File: src/rtl/armleocpu_trap_sequencer.sv
// Trap/return sequencer between execute and the CSR unit: arbitrates exceptions,
// MRET/SRET and synchronized interrupts, issues the one-cycle CSR command, then holds a fetch redirect.
module armleocpu_trap_sequencer #(
    parameter int unsigned SYNC_STAGES = 2,
    parameter bit          VECTORED    = 1'b0,
    localparam int unsigned ARMLEOCPU_CSR_CMD_WIDTH = 4
) (
    input  logic                               clk,
    input  logic                               rst,

    input  logic                               irq_timer,
    input  logic                               irq_exti,
    input  logic                               irq_swi,
    input  logic                               irq_timer_en,
    input  logic                               irq_exti_en,
    input  logic                               irq_swi_en,

    input  logic [1:0]                         csr_mcurrent_privilege,
    input  logic                               csr_mstatus_tsr,
    input  logic [31:0]                        csr_mtvec,
    input  logic [31:0]                        csr_mepc,
    input  logic [31:0]                        csr_sepc,

    input  logic                               exc_valid,
    input  logic [31:0]                        exc_cause,
    input  logic                               mret_req,
    input  logic                               sret_req,
    input  logic [31:0]                        req_pc,
    input  logic                               int_allowed,

    output logic                               trap_ack,
    output logic                               busy,
    output logic [ARMLEOCPU_CSR_CMD_WIDTH-1:0] csr_cmd,
    output logic [31:0]                        csr_exc_cause,
    output logic [31:0]                        csr_exc_epc,

    output logic                               redirect_valid,
    output logic [31:0]                        redirect_pc,
    input  logic                               redirect_ready
);

    localparam logic [ARMLEOCPU_CSR_CMD_WIDTH-1:0] CMD_NONE            = ARMLEOCPU_CSR_CMD_WIDTH'(0);
    localparam logic [ARMLEOCPU_CSR_CMD_WIDTH-1:0] CMD_MRET            = ARMLEOCPU_CSR_CMD_WIDTH'(1);
    localparam logic [ARMLEOCPU_CSR_CMD_WIDTH-1:0] CMD_SRET            = ARMLEOCPU_CSR_CMD_WIDTH'(2);
    localparam logic [ARMLEOCPU_CSR_CMD_WIDTH-1:0] CMD_INTERRUPT_BEGIN = ARMLEOCPU_CSR_CMD_WIDTH'(3);
    localparam logic [ARMLEOCPU_CSR_CMD_WIDTH-1:0] CMD_EXCEPTION_BEGIN = ARMLEOCPU_CSR_CMD_WIDTH'(4);

    localparam logic [31:0] CAUSE_ILLEGAL_INSTR = 32'd2;
    localparam logic [3:0]  CODE_SWI            = 4'd3;
    localparam logic [3:0]  CODE_TIMER          = 4'd7;
    localparam logic [3:0]  CODE_EXTI           = 4'd11;

    typedef enum logic [1:0] {
        S_IDLE,
        S_CMD,
        S_REDIR
    } state_t;

    typedef enum logic [1:0] {
        KIND_EXC,
        KIND_INT,
        KIND_MRET,
        KIND_SRET
    } kind_t;

    state_t                             r_state;
    kind_t                              r_kind;
    logic [3:0]                         r_code;
    logic                               r_busy;
    logic [ARMLEOCPU_CSR_CMD_WIDTH-1:0] r_csr_cmd;
    logic [31:0]                        r_exc_cause;
    logic [31:0]                        r_exc_epc;
    logic                               r_redirect_valid;
    logic [31:0]                        r_redirect_pc;

    logic [SYNC_STAGES-1:0] r_sync_timer;
    logic [SYNC_STAGES-1:0] r_sync_exti;
    logic [SYNC_STAGES-1:0] r_sync_swi;

    logic                               w_p_timer;
    logic                               w_p_exti;
    logic                               w_p_swi;
    logic                               w_sel_valid;
    kind_t                              w_sel_kind;
    logic [3:0]                         w_sel_code;
    logic [31:0]                        w_sel_cause;
    logic [ARMLEOCPU_CSR_CMD_WIDTH-1:0] w_sel_cmd;
    logic [31:0]                        w_mtvec_base;
    logic [31:0]                        w_target;

    // Raw irq lines are asynchronous; shift each through its own flop chain.
    always_ff @(posedge clk) begin
        if (rst) begin
            r_sync_timer <= '0;
            r_sync_exti  <= '0;
            r_sync_swi   <= '0;
        end else begin
            r_sync_timer <= {r_sync_timer[SYNC_STAGES-2:0], irq_timer};
            r_sync_exti  <= {r_sync_exti[SYNC_STAGES-2:0], irq_exti};
            r_sync_swi   <= {r_sync_swi[SYNC_STAGES-2:0], irq_swi};
        end
    end

    assign w_p_timer = r_sync_timer[SYNC_STAGES-1] & irq_timer_en;
    assign w_p_exti  = r_sync_exti[SYNC_STAGES-1] & irq_exti_en;
    assign w_p_swi   = r_sync_swi[SYNC_STAGES-1] & irq_swi_en;

    // Event arbitration; illegal returns are folded into an illegal-instruction exception.
    always_comb begin
        w_sel_valid = 1'b0;
        w_sel_kind  = KIND_EXC;
        w_sel_code  = 4'd0;
        w_sel_cause = 32'd0;
        if (exc_valid) begin
            w_sel_valid = 1'b1;
            w_sel_cause = exc_cause;
        end else if (mret_req) begin
            w_sel_valid = 1'b1;
            if (csr_mcurrent_privilege == 2'b11) begin
                w_sel_kind = KIND_MRET;
            end else begin
                w_sel_cause = CAUSE_ILLEGAL_INSTR;
            end
        end else if (sret_req) begin
            w_sel_valid = 1'b1;
            if ((csr_mcurrent_privilege == 2'b00) ||
                ((csr_mcurrent_privilege == 2'b01) && csr_mstatus_tsr)) begin
                w_sel_cause = CAUSE_ILLEGAL_INSTR;
            end else begin
                w_sel_kind = KIND_SRET;
            end
        end else if (int_allowed && (w_p_exti || w_p_swi || w_p_timer)) begin
            w_sel_valid = 1'b1;
            w_sel_kind  = KIND_INT;
            if (w_p_exti) begin
                w_sel_code = CODE_EXTI;
            end else if (w_p_swi) begin
                w_sel_code = CODE_SWI;
            end else begin
                w_sel_code = CODE_TIMER;
            end
            w_sel_cause = {1'b1, 27'd0, w_sel_code};
        end
    end

    always_comb begin
        w_sel_cmd = CMD_EXCEPTION_BEGIN;
        case (w_sel_kind)
            KIND_INT:  w_sel_cmd = CMD_INTERRUPT_BEGIN;
            KIND_MRET: w_sel_cmd = CMD_MRET;
            KIND_SRET: w_sel_cmd = CMD_SRET;
            default:   w_sel_cmd = CMD_EXCEPTION_BEGIN;
        endcase
    end

    // Redirect target uses the CSR values present in the CMD cycle.
    assign w_mtvec_base = csr_mtvec & ~32'h3;

    always_comb begin
        w_target = w_mtvec_base;
        case (r_kind)
            KIND_INT:  w_target = w_mtvec_base + (VECTORED ? 32'({r_code, 2'b00}) : 32'd0);
            KIND_MRET: w_target = csr_mepc;
            KIND_SRET: w_target = csr_sepc;
            default:   w_target = w_mtvec_base;
        endcase
    end

    assign trap_ack = !rst && (r_state == S_IDLE) && w_sel_valid;

    // Sequencer: IDLE -> CMD (one cycle) -> REDIR (until fetch accepts).
    always_ff @(posedge clk) begin
        if (rst) begin
            r_state          <= S_IDLE;
            r_kind           <= KIND_EXC;
            r_code           <= 4'd0;
            r_busy           <= 1'b0;
            r_csr_cmd        <= CMD_NONE;
            r_exc_cause      <= 32'd0;
            r_exc_epc        <= 32'd0;
            r_redirect_valid <= 1'b0;
            r_redirect_pc    <= 32'd0;
        end else begin
            case (r_state)
                S_IDLE: begin
                    if (w_sel_valid) begin
                        r_state     <= S_CMD;
                        r_busy      <= 1'b1;
                        r_kind      <= w_sel_kind;
                        r_code      <= w_sel_code;
                        r_csr_cmd   <= w_sel_cmd;
                        r_exc_cause <= w_sel_cause;
                        r_exc_epc   <= req_pc;
                    end
                end
                S_CMD: begin
                    r_state          <= S_REDIR;
                    r_csr_cmd        <= CMD_NONE;
                    r_redirect_valid <= 1'b1;
                    r_redirect_pc    <= w_target;
                end
                S_REDIR: begin
                    if (redirect_ready) begin
                        r_state          <= S_IDLE;
                        r_busy           <= 1'b0;
                        r_redirect_valid <= 1'b0;
                    end
                end
                default: begin
                    r_state          <= S_IDLE;
                    r_busy           <= 1'b0;
                    r_csr_cmd        <= CMD_NONE;
                    r_redirect_valid <= 1'b0;
                end
            endcase
        end
    end

    assign busy           = r_busy;
    assign csr_cmd        = r_csr_cmd;
    assign csr_exc_cause  = r_exc_cause;
    assign csr_exc_epc    = r_exc_epc;
    assign redirect_valid = r_redirect_valid;
    assign redirect_pc    = r_redirect_pc;

endmodule

File: config.mk
export PLATFORM = sky130hd
export DESIGN_NAME = armleocpu_trap_sequencer
export DESIGN_NICKNAME = d
export VERILOG_FILES = /design/src/rtl/armleocpu_trap_sequencer.sv
export SDC_FILE = /design/constraint.sdc
export NUM_CORES = 1
export LEC_CHECK = 0
export CORE_MARGIN = 3
export CORE_UTILIZATION = 38
export DETAILED_ROUTE_END_ITERATION = 7
export HOLD_SLACK_MARGIN = 0.08
export PLACE_DENSITY_LB_ADDON = 0.25
export SYNTH_ARGS = -nofsm -noshare
export SYNTH_HDL_FRONTEND = slang
export SYNTH_SLANG_ARGS = --single-unit
export TNS_END_PERCENT = 20
File: constraint.sdc
create_clock -name clk -period 2.57 [get_ports clk]
set_clock_uncertainty 0.05 [all_clocks]
set_input_delay 0.3855 -clock clk [delete_from_list [all_inputs] [get_ports clk]]
set_output_delay 0.3855 -clock clk [all_outputs]
set_load 0.1 [all_outputs]
# [Word-level counts from Yosys, hierarchy flattened]
# Cells that the tools add are included.
[classes] n_eq_ne=11 bitwise=6 reduce_logical=15 n_mux=29
[op_table] cell="$mux W32" n=4
[op_table] cell="$pmux W32 S2" n=1
[op_table] cell="$mux W2" n=9
[op_table] cell="$eq A2 B2 Y1 const B" n=6
[op_table] cell="$pmux W3 S3" n=1
[op_table] cell="$mux W4" n=2
[op_table] cell="$pmux W4 S2" n=1
[op_table] cell="$reduce_and A2 Y1" n=4
[op_table] cell="$mux W1" n=7
[op_table] cell="$eq A2 B1 Y1 const B" n=3
[op_table] cell="$pmux W1 S3" n=2
[op_table] cell="$pmux W2 S3" n=1
[op_table] cell="$logic_and A1 B1 Y1" n=4
[op_table] cell="$logic_not A2 Y1" n=2
[op_table] cell="$ne A2 B2 Y1 const B" n=2
[op_table] cell="$and A1 B1 Y1" n=3
[op_table] cell="$logic_or A1 B1 Y1" n=3
[op_table] cell="$mux W3" n=1
[op_table] cell="$not A1 Y1" n=3
[op_table] cell="$reduce_and A3 Y1" n=1
[op_table] cell="$logic_not A1 Y1" n=1
[totals] elab_cells=72 out_inout_bits=103 ff_bits=112 inputBits=176

# [Logic depth before layout (Yosys ltp)]
[logic_depth] word_depth=12 depth_mapped=8 ltp_nobuf=7

# [Worst setup path after synthesis]
# OpenSTA, ideal clock, no wires.
[synth_timing] kind="input-to-output" start="input port irq_exti_en" end="output port trap_ack" n_path_buf=0 setup_slack_ns=-0.234 arrival_time_ns=2.369 t_required_ns=2.135 stages=4 path_cell_list="a222oi_1 o21ai_1 nand2_1 nor2_1"
[synth_via] elab_chain_cells=9
[synth_rtl] item="start, declared" line="15" text="input logic irq_exti_en,"
[synth_rtl] item="$and A1 B1 Y1" line="105" text="assign w_p_exti = r_sync_exti[SYNC_STAGES-1] & irq_exti_en;"
[synth_rtl] item="$logic_or A1 B1 Y1 (2 in a row)" line="132" text="end else if (int_allowed && (w_p_exti || w_p_swi || w_p_timer)) begin"
[synth_rtl] item="$logic_and A1 B1 Y1" line="132"
[synth_rtl] item="$mux W1" line="132"
[synth_rtl] item="$mux W1" line="124" text="end else if (sret_req) begin"
[synth_rtl] item="$mux W1" line="117" text="end else if (mret_req) begin"
[synth_rtl] item="$mux W1" line="114" text="if (exc_valid) begin"
[synth_rtl] item="$logic_and A1 B1 Y1" line="169" text="assign trap_ack = !rst && (r_state == S_IDLE) && w_sel_valid;"
[synth_rtl] item="end, declared" line="31" text="output logic trap_ack,"
# Every way passes these cells.

# [Worst setup path in the final report]
# Same ends and word-level chain as after synthesis.

==> impl_metrics.tcl <==
set metrics [dict create \
    critPathRequiredTime_ps 2130 \
    post-cts-setup-buffer-count 0 \
    finalCritPeriodShare_pct 91.2 \
    viasPerCell 5.18 \
    rows 40 \
    met3_length_mm 1.01 \
    synth_edf_count 0 \
    reg2reg_setup_slack_ps 450 \
    dr.pass1.iters 4 \
    yosys-mux-area-fraction_pct 7.08 \
    synth_simple_gate_area_share_pct 15.3 \
    slew_headroom_pct 55.6 \
    grt_max_degree 64 \
    synthCells 586 \
    coreArea_um2 12200 \
    reg2reg_from "r_sync_exti[1]$_SDFF_PP0_" \
    startpoint_type "primary input" \
    dieArea_um2 14000 \
    grt_pass1_wl_mm 25.4 \
    drive_gt1_share_pct 17.5 \
    drtIter0Drc 333 \
    fillers 1059 \
    start_util_pct 39.4 \
    reg2reg_to "csr_cmd[1]$_SDFFE_PP0P_" \
    synth_fa_ha_area_share_pct 0.781 \
    cts_tree "done" \
    diodes 0 \
    p_per_area_nw_per_um2 693 \
    irDropWorstVdd_mv 0.409 \
    finalWirelength_mm 16.0 \
    layout_min_cycle_time_ps 2340 \
    wl_met1_mm 6.24 \
    antenna_left 0 \
    htree_num_levels 3 \
    fp.dieW_um 118 \
    yosys-top-cells-area "dfxtp_1 46%, a21oi_1 11%, mux2i_1 7.1%" \
    finalSetupViolations 0 \
    ys_ff_latch 111 \
    io_buffers 275 \
    die_h_um 118 \
    crit_fanout 4 \
    path_class "in2out" \
    synth_top_area_cell "dfxtp_1" \
    numCtsBuffers 9 \
    synth_top_cell_area_share_pct 46.2 \
    finalWeightedCongestion 0.847 \
    clock_latency_ps 340 \
    syn_area_um2 4810 \
    fmax_ghz 0.427 \
    grt_pass1_vias 5105 \
    grt_antenna_before_repair 0 \
    finalPower_mw 5.39 \
    overflow 0 \
    hp-start "rst" \
    ctsHoldBuffers 0 \
    clk_pin_slew_ps 70 \
    grtUsageTotal_pct 21.8 \
    outcome "finished clean" \
    avgSynthCellArea_um2 8.20 \
    cts.sinks 111 \
    tightest_slew_ps 665 \
    wl_met2_mm 8.25 \
    finalNetCount 1012 \
    crit_start "irq_exti_en" \
    ioPinCount 279 \
    final_core_util_pct 63.7 \
    power.leakage_nw 3.10 \
    wl_per_cell_um 15.9 \
    syn_nets 765 \
    rsz0062_at_grt "false" \
    ys_seq_area_share_pct 46.2 \
    worst_setup_path_end_kind "output pin" \
    synthArstFlopShare_pct 0 \
    synth_flop_cell "dfxtp_1" \
    synth-xor-area-share_pct 0 \
    reg2reg_depth 7 \
    top_layer "met4" \
    drv_slew 0 \
    whs_endpoint "r_state[0]$_SDFFE_PP0P_" \
    hp-class "in2reg" \
    holdPathStages 2 \
    clockBufferDepth 2 \
    yosys_warnings 0 \
    crit_arrival_ps 1910 \
    synth_top_family_by_area "compound AO/OA/AOI/OAI gates" \
    maxCapViolations 0 \
    final-hold-violation-count 0 \
    cts-resized-gates 0 \
    drc 0 \
    syn_to_final_growth_pct 61.9 \
    vias 5214 \
    cts-root-buf "clkbuf_16" \
    synth_compound_area_share_pct 24.9 \
    ys_types 33 \
    place_hpwl_mm 11.9 \
]
[report_power, final]
group | switching, mW | total (mW) | leakage (nW) | internal (mW)
logic | 1.42 | 2.01 | 2.04 | 0.590
registers | 0.0850 | 1.95 | 0.913 | 1.86
clock network | 0.640 | 1.43 | 0.148 | 0.794
total | 2.15 | 5.39 | 3.10 | 3.24
[flip-flops by register name, summed over array words and instances, names as in the netlist]
| register | count |
|---|---|
| csr_exc_cause | 32 |
| csr_exc_epc | 32 |
| redirect_pc | 32 |
| csr_cmd | 3 |
| r_kind | 2 |
| r_state | 2 |
| r_sync_exti | 2 |
| r_sync_swi | 2 |
| r_sync_timer | 2 |
| busy | 1 |
| redirect_valid | 1 |
[worst max-delay path by stage]
stage / cells past startpoint / end
floorplan: 4 / trap_ack
global placement: 8 / csr_cmd[1]$_SDFFE_PP0P_
detailed placement: 8 / csr_cmd[1]$_SDFFE_PP0P_
CTS: 7 / trap_ack
global route: 7 / trap_ack
finish: 7 / trap_ack
[critical path, stage by stage]
cell and delay (ps):
clkdlybuf4s50_1 440, a222oi_1 420, buf_4 200, o21ai_2 60
nand2_1 150, nor2_2 70, buf_12 180
[per-layer routing]
metal / track usage, % / vias up
met1: 25.5 / 2405
li1: - / 2580
met5: 0 / -
met2: 38.5 / 194
met3: 5.31 / 35
met4: 8.33 / 0
[cell usage in the layout (no fill, tap or decap), types with 2 or more instances in the layout]
cell	netlist	routed
nand2b_1	3	2
a211oi_1	33	33
a21oi_1	101	101
inv_1	5	5
clkdlybuf4s50_1	0	172
nor3b_1	4	4
buf_12	0	4
a21bo_2	2	2
clkinv_4	0	2
dfxtp_1	111	109
nand2_1	10	10
ha_1	3	3
mux2i_1	34	34
o21ai_0	6	6
nand3_1	61	61
o21ai_1	59	58
dfxtp_2	0	2
nor2_1	72	70
o211a_1	2	2
nor2b_1	6	6
o21a_1	4	3
clkbuf_16	0	9
buf_4	8	118
[synthesized netlist by cell type, types with 2 or more instances]
library cell  count
nand2b_1          3
o21ai_0           6
clkbuf_1         40
mux2i_1          34
a211oi_1         33
nor2_1           72
buf_2             3
inv_1             5
a21oi_1         101
dfxtp_1         111
buf_1             7
nor3b_1           4
o21ai_1          59
a21bo_2           2
buf_4             8
o211a_1           2
nor2b_1           6
o21a_1            4
nand3_1          61
nand2_1          10
ha_1              3
[area by class of cell]
class                      instances  area, µm²  area share (%)
tap                              168        210            2.70
clock buffer                      11        243            3.12
timing repair buffer             294       2690            34.5
sequential                       111       2220            28.6
inverter                           5       18.8           0.241
multi-input combinational        412       2330            30.0
clock inverter                     5       66.3           0.852
[per-stage QoR]
step                area [µm²]  cells  TNS [ps]  hold slack, ps  worst slack, ps
CTS                       7780   1006         0             367              233
finish                    7780   1006         0             389              227
global route              7780   1006         0             388              136
detailed placement        7470    990     -43.5             373            -43.5
floorplan                 4810    586         0             364              218
global placement          7470    990     -32.9             373            -32.9
[kinds of logic after synthesis]
| family | after synthesis |
|---|---|
| DFF | 111 |
| adders and majority gates | 3 |
| other | 1 |
| and+or+nand+nor | 161 |
| buffers and inverters | 63 |
| AOI/OAI and AO/OA | 213 |
| muxes | 34 |
Power figures use the tool's default switching activity.
